File: config.mk
export PLATFORM = sky130hd
export DESIGN_NAME = wb_traffic_master
export DESIGN_NICKNAME = d
export VERILOG_FILES = /design/src/rtl/wb_traffic_master.sv
export SDC_FILE = /design/constraint.sdc
export NUM_CORES = 1
export LEC_CHECK = 0
export BUFFER_PORTS_ARGS = -buffer_cell sky130_fd_sc_hd__buf_4
export CAP_MARGIN = 20
export CORE_AREA = 2 2 153 155
export CTS_CLUSTER_DIAMETER = 150
export CTS_CLUSTER_SIZE = 28
export DETAILED_ROUTE_END_ITERATION = 7
export DIE_AREA = 0 0 155 157
export HOLD_SLACK_MARGIN = 0.03
export PLACE_DENSITY = 0.78
export REMOVE_ABC_BUFFERS = 1
export SLEW_MARGIN = 20
export SYNTH_ARGS = -nofsm -noshare
export SYNTH_HDL_FRONTEND = slang
export SYNTH_SLANG_ARGS = --single-unit
File: constraint.sdc
create_clock -name clk -period 4.2 [get_ports clk]
set_clock_uncertainty 0.15 [all_clocks]
set_input_delay 0.84 -clock clk [delete_from_list [all_inputs] [get_ports clk]]
set_output_delay 0.84 -clock clk [all_outputs]
set_load 0.01 [all_outputs]
File: src/rtl/wb_traffic_master.sv
// wb_traffic_master: Wishbone classic-cycle bring-up traffic generator.
// For each slave window, writes a block of LFSR words, reads them back and
// compares. Pass/error counters and the first failing address are exported.
// Optional build macro WB_TRAFFIC_MASTER_TIMEOUT_EN adds an ACK wait timeout
// (sticky timeout_seen); without it the master waits forever for ACK/ERR.
//
// state    | meaning
// ---------+-----------------------------------------------------------
// IDLE     | waiting for enable; bus idle
// WR_SETUP | register write address/data; CYC low this cycle
// WR_WAIT  | write cycle on the bus; waits for ACK/ERR
// RD_SETUP | register read address; CYC low this cycle
// RD_WAIT  | read cycle on the bus; waits for ACK/ERR, compares DAT_R
// PASS_END | bump pass counter, restart or return to IDLE
module wb_traffic_master #(
  parameter int          WB_ADDR_WIDTH   = 32,
  parameter int          WB_DATA_WIDTH   = 32,
  parameter int          NUM_SLAVES      = 4,
  parameter int          WORDS_PER_SLAVE = 16,
  parameter logic [31:0] LFSR_SEED       = 32'hACE1_0001,
  parameter int          TIMEOUT_CYCLES  = 255
) (
  input  logic                                clk,
  input  logic                                rstn,
  input  logic                                enable,
  input  logic [NUM_SLAVES*WB_ADDR_WIDTH-1:0] addr_base,
  output logic [WB_ADDR_WIDTH-1:0]            ADR,
  output logic [WB_DATA_WIDTH-1:0]            DAT_W,
  input  logic [WB_DATA_WIDTH-1:0]            DAT_R,
  output logic [3:0]                          SEL,
  output logic                                CYC,
  output logic                                STB,
  output logic                                WE,
  output logic [2:0]                          CTI,
  output logic [1:0]                          BTE,
  input  logic                                ACK,
  input  logic                                ERR,
  output logic                                busy,
  output logic [15:0]                         pass_cnt,
  output logic [15:0]                         err_cnt,
  output logic [WB_ADDR_WIDTH-1:0]            first_err_addr,
  output logic                                timeout_seen
);

  localparam int SW = (NUM_SLAVES > 1) ? $clog2(NUM_SLAVES) : 1;
  localparam int IW = (WORDS_PER_SLAVE > 1) ? $clog2(WORDS_PER_SLAVE) : 1;
  localparam logic [WB_DATA_WIDTH-1:0] LFSR_TAPS = 32'h8020_0003;

  typedef enum logic [2:0] {
    IDLE     = 3'd0,
    WR_SETUP = 3'd1,
    WR_WAIT  = 3'd2,
    RD_SETUP = 3'd3,
    RD_WAIT  = 3'd4,
    PASS_END = 3'd5
  } state_t;

  state_t                     state_q, state_d;
  logic [SW-1:0]              s_q, s_d;
  logic [IW-1:0]              i_q, i_d;
  logic [WB_DATA_WIDTH-1:0]   lfsr_q, lfsr_d, snap_q, snap_d;
  logic [WB_ADDR_WIDTH-1:0]   adr_q, adr_d;
  logic [WB_DATA_WIDTH-1:0]   dat_w_q, dat_w_d;
  logic                       we_q, we_d, cyc_q, cyc_d, stb_q, stb_d;
  logic                       busy_q, busy_d;
  logic [15:0]                pass_cnt_q, pass_cnt_d, err_cnt_q, err_cnt_d;
  logic [WB_ADDR_WIDTH-1:0]   first_err_addr_q, first_err_addr_d;

  logic [WB_ADDR_WIDTH-1:0]   base_sel, xfer_adr;
  logic [WB_DATA_WIDTH-1:0]   lfsr_next;
  logic                       in_wait, tmo, rsp_done, rsp_err, count_err;
  logic                       last_i, last_s;

  // Select the base address of the current slave window.
  always_comb begin
    base_sel = '0;
    for (int k = 0; k < NUM_SLAVES; k++) begin
      if (s_q == SW'(k)) base_sel = addr_base[k*WB_ADDR_WIDTH +: WB_ADDR_WIDTH];
    end
  end

  assign xfer_adr  = base_sel + WB_ADDR_WIDTH'({i_q, 2'b00});
  assign lfsr_next = lfsr_q[0] ? ((lfsr_q >> 1) ^ LFSR_TAPS) : (lfsr_q >> 1);
  assign in_wait   = (state_q == WR_WAIT) || (state_q == RD_WAIT);
  assign last_i    = (i_q == IW'(WORDS_PER_SLAVE - 1));
  assign last_s    = (s_q == SW'(NUM_SLAVES - 1));

`ifdef WB_TRAFFIC_MASTER_TIMEOUT_EN
  localparam int TW = $clog2(TIMEOUT_CYCLES + 1);
  logic [TW-1:0] wait_cnt_q, wait_cnt_d;
  logic          timeout_seen_q, timeout_seen_d;

  // Abort on the TIMEOUT_CYCLES-th wait cycle that sees neither ACK nor ERR.
  assign tmo = in_wait && !(ACK || ERR) && (wait_cnt_q == TW'(TIMEOUT_CYCLES - 1));

  // Wait counter: cleared in SETUP, counts every WAIT cycle.
  always_comb begin
    wait_cnt_d     = wait_cnt_q;
    timeout_seen_d = timeout_seen_q | tmo;
    if ((state_q == WR_SETUP) || (state_q == RD_SETUP)) wait_cnt_d = '0;
    else if (in_wait) wait_cnt_d = wait_cnt_q + TW'(1);
  end

  // Timeout counter and sticky flag registers.
  always_ff @(posedge clk or negedge rstn) begin
    if (!rstn) begin
      wait_cnt_q     <= '0;
      timeout_seen_q <= 1'b0;
    end else begin
      wait_cnt_q     <= wait_cnt_d;
      timeout_seen_q <= timeout_seen_d;
    end
  end

  assign timeout_seen = timeout_seen_q;
`else
  assign tmo          = 1'b0;
  assign timeout_seen = 1'b0;
`endif

  // A timeout behaves exactly like an ERR response.
  assign rsp_done = ACK || ERR || tmo;
  assign rsp_err  = ERR || tmo;

  // Next-state, bus outputs, LFSR sequencing and error detection.
  always_comb begin
    state_d  = state_q;
    s_d      = s_q;
    i_d      = i_q;
    lfsr_d   = lfsr_q;
    snap_d   = snap_q;
    adr_d    = adr_q;
    dat_w_d  = dat_w_q;
    we_d     = we_q;
    cyc_d    = cyc_q;
    stb_d    = stb_q;
    busy_d   = busy_q;
    pass_cnt_d = pass_cnt_q;
    count_err  = 1'b0;
    case (state_q)
      IDLE: begin
        if (enable) begin
          state_d = WR_SETUP;
          s_d     = '0;
          i_d     = '0;
          busy_d  = 1'b1;
          snap_d  = lfsr_q;
        end
      end
      WR_SETUP: begin
        adr_d   = xfer_adr;
        dat_w_d = lfsr_q;
        we_d    = 1'b1;
        cyc_d   = 1'b1;
        stb_d   = 1'b1;
        state_d = WR_WAIT;
      end
      WR_WAIT: begin
        if (rsp_done) begin
          cyc_d     = 1'b0;
          stb_d     = 1'b0;
          we_d      = 1'b0;
          count_err = rsp_err;
          lfsr_d    = lfsr_next;
          if (last_i) begin
            // Rewind so the read phase regenerates the written words.
            i_d     = '0;
            lfsr_d  = snap_q;
            state_d = RD_SETUP;
          end else begin
            i_d     = i_q + IW'(1);
            state_d = WR_SETUP;
          end
        end
      end
      RD_SETUP: begin
        adr_d   = xfer_adr;
        we_d    = 1'b0;
        cyc_d   = 1'b1;
        stb_d   = 1'b1;
        state_d = RD_WAIT;
      end
      RD_WAIT: begin
        if (rsp_done) begin
          cyc_d     = 1'b0;
          stb_d     = 1'b0;
          // ACK together with ERR counts once, without a data compare.
          count_err = rsp_err || (DAT_R != lfsr_q);
          lfsr_d    = lfsr_next;
          if (last_i) begin
            if (last_s) begin
              state_d = PASS_END;
            end else begin
              s_d     = s_q + SW'(1);
              i_d     = '0;
              snap_d  = lfsr_next;
              state_d = WR_SETUP;
            end
          end else begin
            i_d     = i_q + IW'(1);
            state_d = RD_SETUP;
          end
        end
      end
      PASS_END: begin
        pass_cnt_d = pass_cnt_q + 16'd1;
        if (enable) begin
          snap_d  = lfsr_q;
          s_d     = '0;
          i_d     = '0;
          state_d = WR_SETUP;
        end else begin
          busy_d  = 1'b0;
          state_d = IDLE;
        end
      end
      default: state_d = IDLE;
    endcase
  end

  // Saturating error counter; first failing address latches once.
  always_comb begin
    err_cnt_d        = err_cnt_q;
    first_err_addr_d = first_err_addr_q;
    if (count_err) begin
      if (err_cnt_q != 16'hFFFF) err_cnt_d = err_cnt_q + 16'd1;
      if (err_cnt_q == 16'd0) first_err_addr_d = adr_q;
    end
  end

  // State, sequencing and output registers.
  always_ff @(posedge clk or negedge rstn) begin
    if (!rstn) begin
      state_q          <= IDLE;
      s_q              <= '0;
      i_q              <= '0;
      lfsr_q           <= LFSR_SEED;
      snap_q           <= LFSR_SEED;
      adr_q            <= '0;
      dat_w_q          <= '0;
      we_q             <= 1'b0;
      cyc_q            <= 1'b0;
      stb_q            <= 1'b0;
      busy_q           <= 1'b0;
      pass_cnt_q       <= '0;
      err_cnt_q        <= '0;
      first_err_addr_q <= '0;
    end else begin
      state_q          <= state_d;
      s_q              <= s_d;
      i_q              <= i_d;
      lfsr_q           <= lfsr_d;
      snap_q           <= snap_d;
      adr_q            <= adr_d;
      dat_w_q          <= dat_w_d;
      we_q             <= we_d;
      cyc_q            <= cyc_d;
      stb_q            <= stb_d;
      busy_q           <= busy_d;
      pass_cnt_q       <= pass_cnt_d;
      err_cnt_q        <= err_cnt_d;
      first_err_addr_q <= first_err_addr_d;
    end
  end

  assign ADR            = adr_q;
  assign DAT_W          = dat_w_q;
  assign WE             = we_q;
  assign CYC            = cyc_q;
  assign STB            = stb_q;
  assign SEL            = 4'hF;
  assign CTI            = 3'b000;
  assign BTE            = 2'b00;
  assign busy           = busy_q;
  assign pass_cnt       = pass_cnt_q;
  assign err_cnt        = err_cnt_q;
  assign first_err_addr = first_err_addr_q;

endmodule

==> results.json <==
{
  "numCtsBuffers": 11,
  "grt_max_degree": 100,
  "synth_common_cells": "dfrtp_1, nand2_1, nor2_1",
  "synth.most_common_cell": "dfrtp_1",
  "groute.layer.met3.usage_pct": 3.44,
  "initial_utilization_pct": 47.6,
  "ir_drop_mv": 0.368,
  "drtPass1Iterations": 6,
  "grt_pass1_wl_mm": 45.7,
  "synth_edf_count": 0,
  "setup_slack_ns": 0.343,
  "clock-sinks": 204,
  "grt_pass1_vias": 8622,
  "final_hold_viol_count": 0,
  "grtUsageTotal_pct": 23.3,
  "startpoint_type": "register",
  "cts_hold_buf": 0,
  "async_flop_share_pct": 100,
  "dp_hpwl_mm": 22.0,
  "worst_pin_slew_ns": 0.838,
  "drv_slew": 0,
  "area_delta_synth_final_pct": 26.7,
  "coreArea_mm2": 0.0225,
  "cts_tree": "yes",
  "synth_area_per_cell_um2": 10.2,
  "clockBufferDepth": 3,
  "antenna_found_initial": 0,
  "post_cts_resized": 0,
  "cp_max_fo": 8,
  "hold_path.class": "in2async",
  "crit_type": "reg2reg",
  "place_inst": 1595,
  "gr-total-overflow": 0,
  "setup_viol": 0,
  "wl_per_cell_um": 18.5,
  "finish.net_count": 1501,
  "die_w_um": 155,
  "endpoint_kind": "register",
  "rsz0062_at_grt": "false",
  "synth_cells": 1052,
  "setup_tns_ns": 0,
  "synth_ff_type": "dfrtp_1",
  "critPathArrivalTime_ns": 4.09,
  "fin_crit_sh_pct": 91.8,
  "post-cts-setup-buffer-count": 0,
  "cellLeakagePower_nw": 6.25,
  "detail-route-antenna-nets": 0,
  "stdcell_count": 1609,
  "clock_tree.root_cell": "clkbuf_16",
  "yosysWarnings": 0,
  "routed-via-count": 9009,
  "initialDrtViolationCount": 757,
  "relSlewSlack_pct": 44.2,
  "grt_use_met1_pct": 32.8,
  "r2r-start": "s_q[0]$_DFFE_PN0P_",
  "drt-total-wl_mm": 29.8,
  "ys_ff_latch": 204,
  "fin_crit_ns": 3.86,
  "synthTopCellsByArea": "dfrtp_1, mux2_2, mux2i_1, xnor2_1, dfstp_2",
  "status": "completed",
  "busiest_layer": "met2",
  "viasPerCell": 5.60,
  "yosysUniqueCellTypes": 62,
  "synth_top_cell_by_area": "dfrtp_1",
  "pre_cts_ws_ns": 0.199,
  "pin_count": 307,
  "synth_top_area_share_pct": 43.4,
  "ys_seq_area_share_pct": 47.8,
  "dieHeight_um": 157,
  "htreeDepth": 1,
  "clk_latency_ns": 0.47,
  "reg2reg_slack_ns": 0.34,
  "power.density_mw_per_mm2": 580,
  "r2r-end": "ADR[26]$_DFFE_PN0P_",
  "clkTransAtPathRegs_ns": 0.11,
  "max_freq_mhz": 259,
  "port_buffers": 296,
  "maxCapViolations": 0,
  "reg2regPathDepth": 18,
  "required_ns": 4.44,
  "diodes": 0,
  "rows": 55,
  "post_route_cells_drive_above_1_share_pct": 33.5,
  "synth.cell_area_mm2": 0.0107,
  "use_met2_pct": 38.3,
  "die_area_mm2": 0.0243,
  "gp_congestion": 0.882,
  "drc_errors": 0
}
## layout make-up
type / instances / area, um^2
inverter: 14 / 52.6
multi-input combinational: 770 / 5250
fill: 1884 / 8930
sequential: 204 / 5130
clock inverter: 1 / 20.0
clock buffer: 13 / 283
timing repair buffer: 322 / 2490
tap: 285 / 357
## registers in the layout (all words and copies together), names as in the netlist
signal / cells
err_cnt: 16
snap_q: 32
i_q: 4
ADR: 32
pass_cnt: 16
state_q: 3
s_q: 2
lfsr_q: 32
DAT_W: 32
busy: 1
WE: 1
STB: 1
first_err_addr: 32
## through the flow
stage	instance area [um^2]	power [mW]	hold WS, ns	util [%]
5_1_grt	13600	8.39	0.322	60.3
3_5_place_dp	13300	6.76	0.332	59.0
2_1_floorplan	10400	5.22	0.331	-
4_1_cts	13600	7.91	0.322	60.3
3_3_place_gp	13300	6.64	0.308	59.0
6_report	13600	7.87	0.253	60.3
## critical path, stage by stage, from the launching register on
cell and delay [ns]:
dfrtp_1 0.43, inv_1 0.12, ha_1 0.19, buf_4 0.20, nand2_1 0.07, nor2_1 0.08, a21oi_1 0.05, nor2_1 0.10
a21oi_1 0.05, nor2_1 0.14, a21oi_1 0.08, fa_1 0.43, nor2b_1 0.11, o21ai_0 0.08, nand2b_1 0.11, nand2_1 0.07
or4_1 0.57, or4_1 0.54, a31oi_1 0.20
## worst max-delay path by stage
stage                                start                             to  cells after the start
finish                  s_q[0]$_DFFE_PN0P_            ADR[26]$_DFFE_PN0P_                     18
global route            s_q[1]$_DFFE_PN0P_            ADR[26]$_DFFE_PN0P_                     18
CTS                     s_q[1]$_DFFE_PN0P_            ADR[23]$_DFFE_PN0P_                     17
detailed placement            addr_base[2]            ADR[26]$_DFFE_PN0P_                     17
global placement              addr_base[2]            ADR[26]$_DFFE_PN0P_                     17
floorplan           state_q[1]$_DFFE_PN0P_  first_err_addr[0]$_DFFE_PN0P_                      5
## metal layers
layer | part of all wire (%) | up-vias
li1 | - | 4272
met1 | 44 | 4407
met2 | 48 | 294
met3 | 6.4 | 36
met4 | 1.6 | 0
met5 | 0 | -
## kinds of logic after synthesis
logic type      synth area share, %
simple gates                   14.2
compound gates                 13.3
flops                          47.8
mux                            12.5
buf+inv                        3.90
xor+xnor                       6.62
fa+ha+maj                      1.59
other cells                  0.0701
## where the power goes
part	switching, mW	leakage (nW)	internal, mW
Clock	0.649	0.148	0.496
Combinational	2.09	3.46	1.67
Sequential	0.433	2.64	2.53
## placed cells by master (no fill, tap or decap), types with 23 or more instances in the layout
cell type,instances
dfrtp_1,186
nand2_1,107
buf_4,316
a21oi_1,58
o21ai_0,76
mux2i_1,58
mux2_2,67
xnor2_1,66
nor2_1,84
nand4_1,23
(Power assumes the default switching activity.)
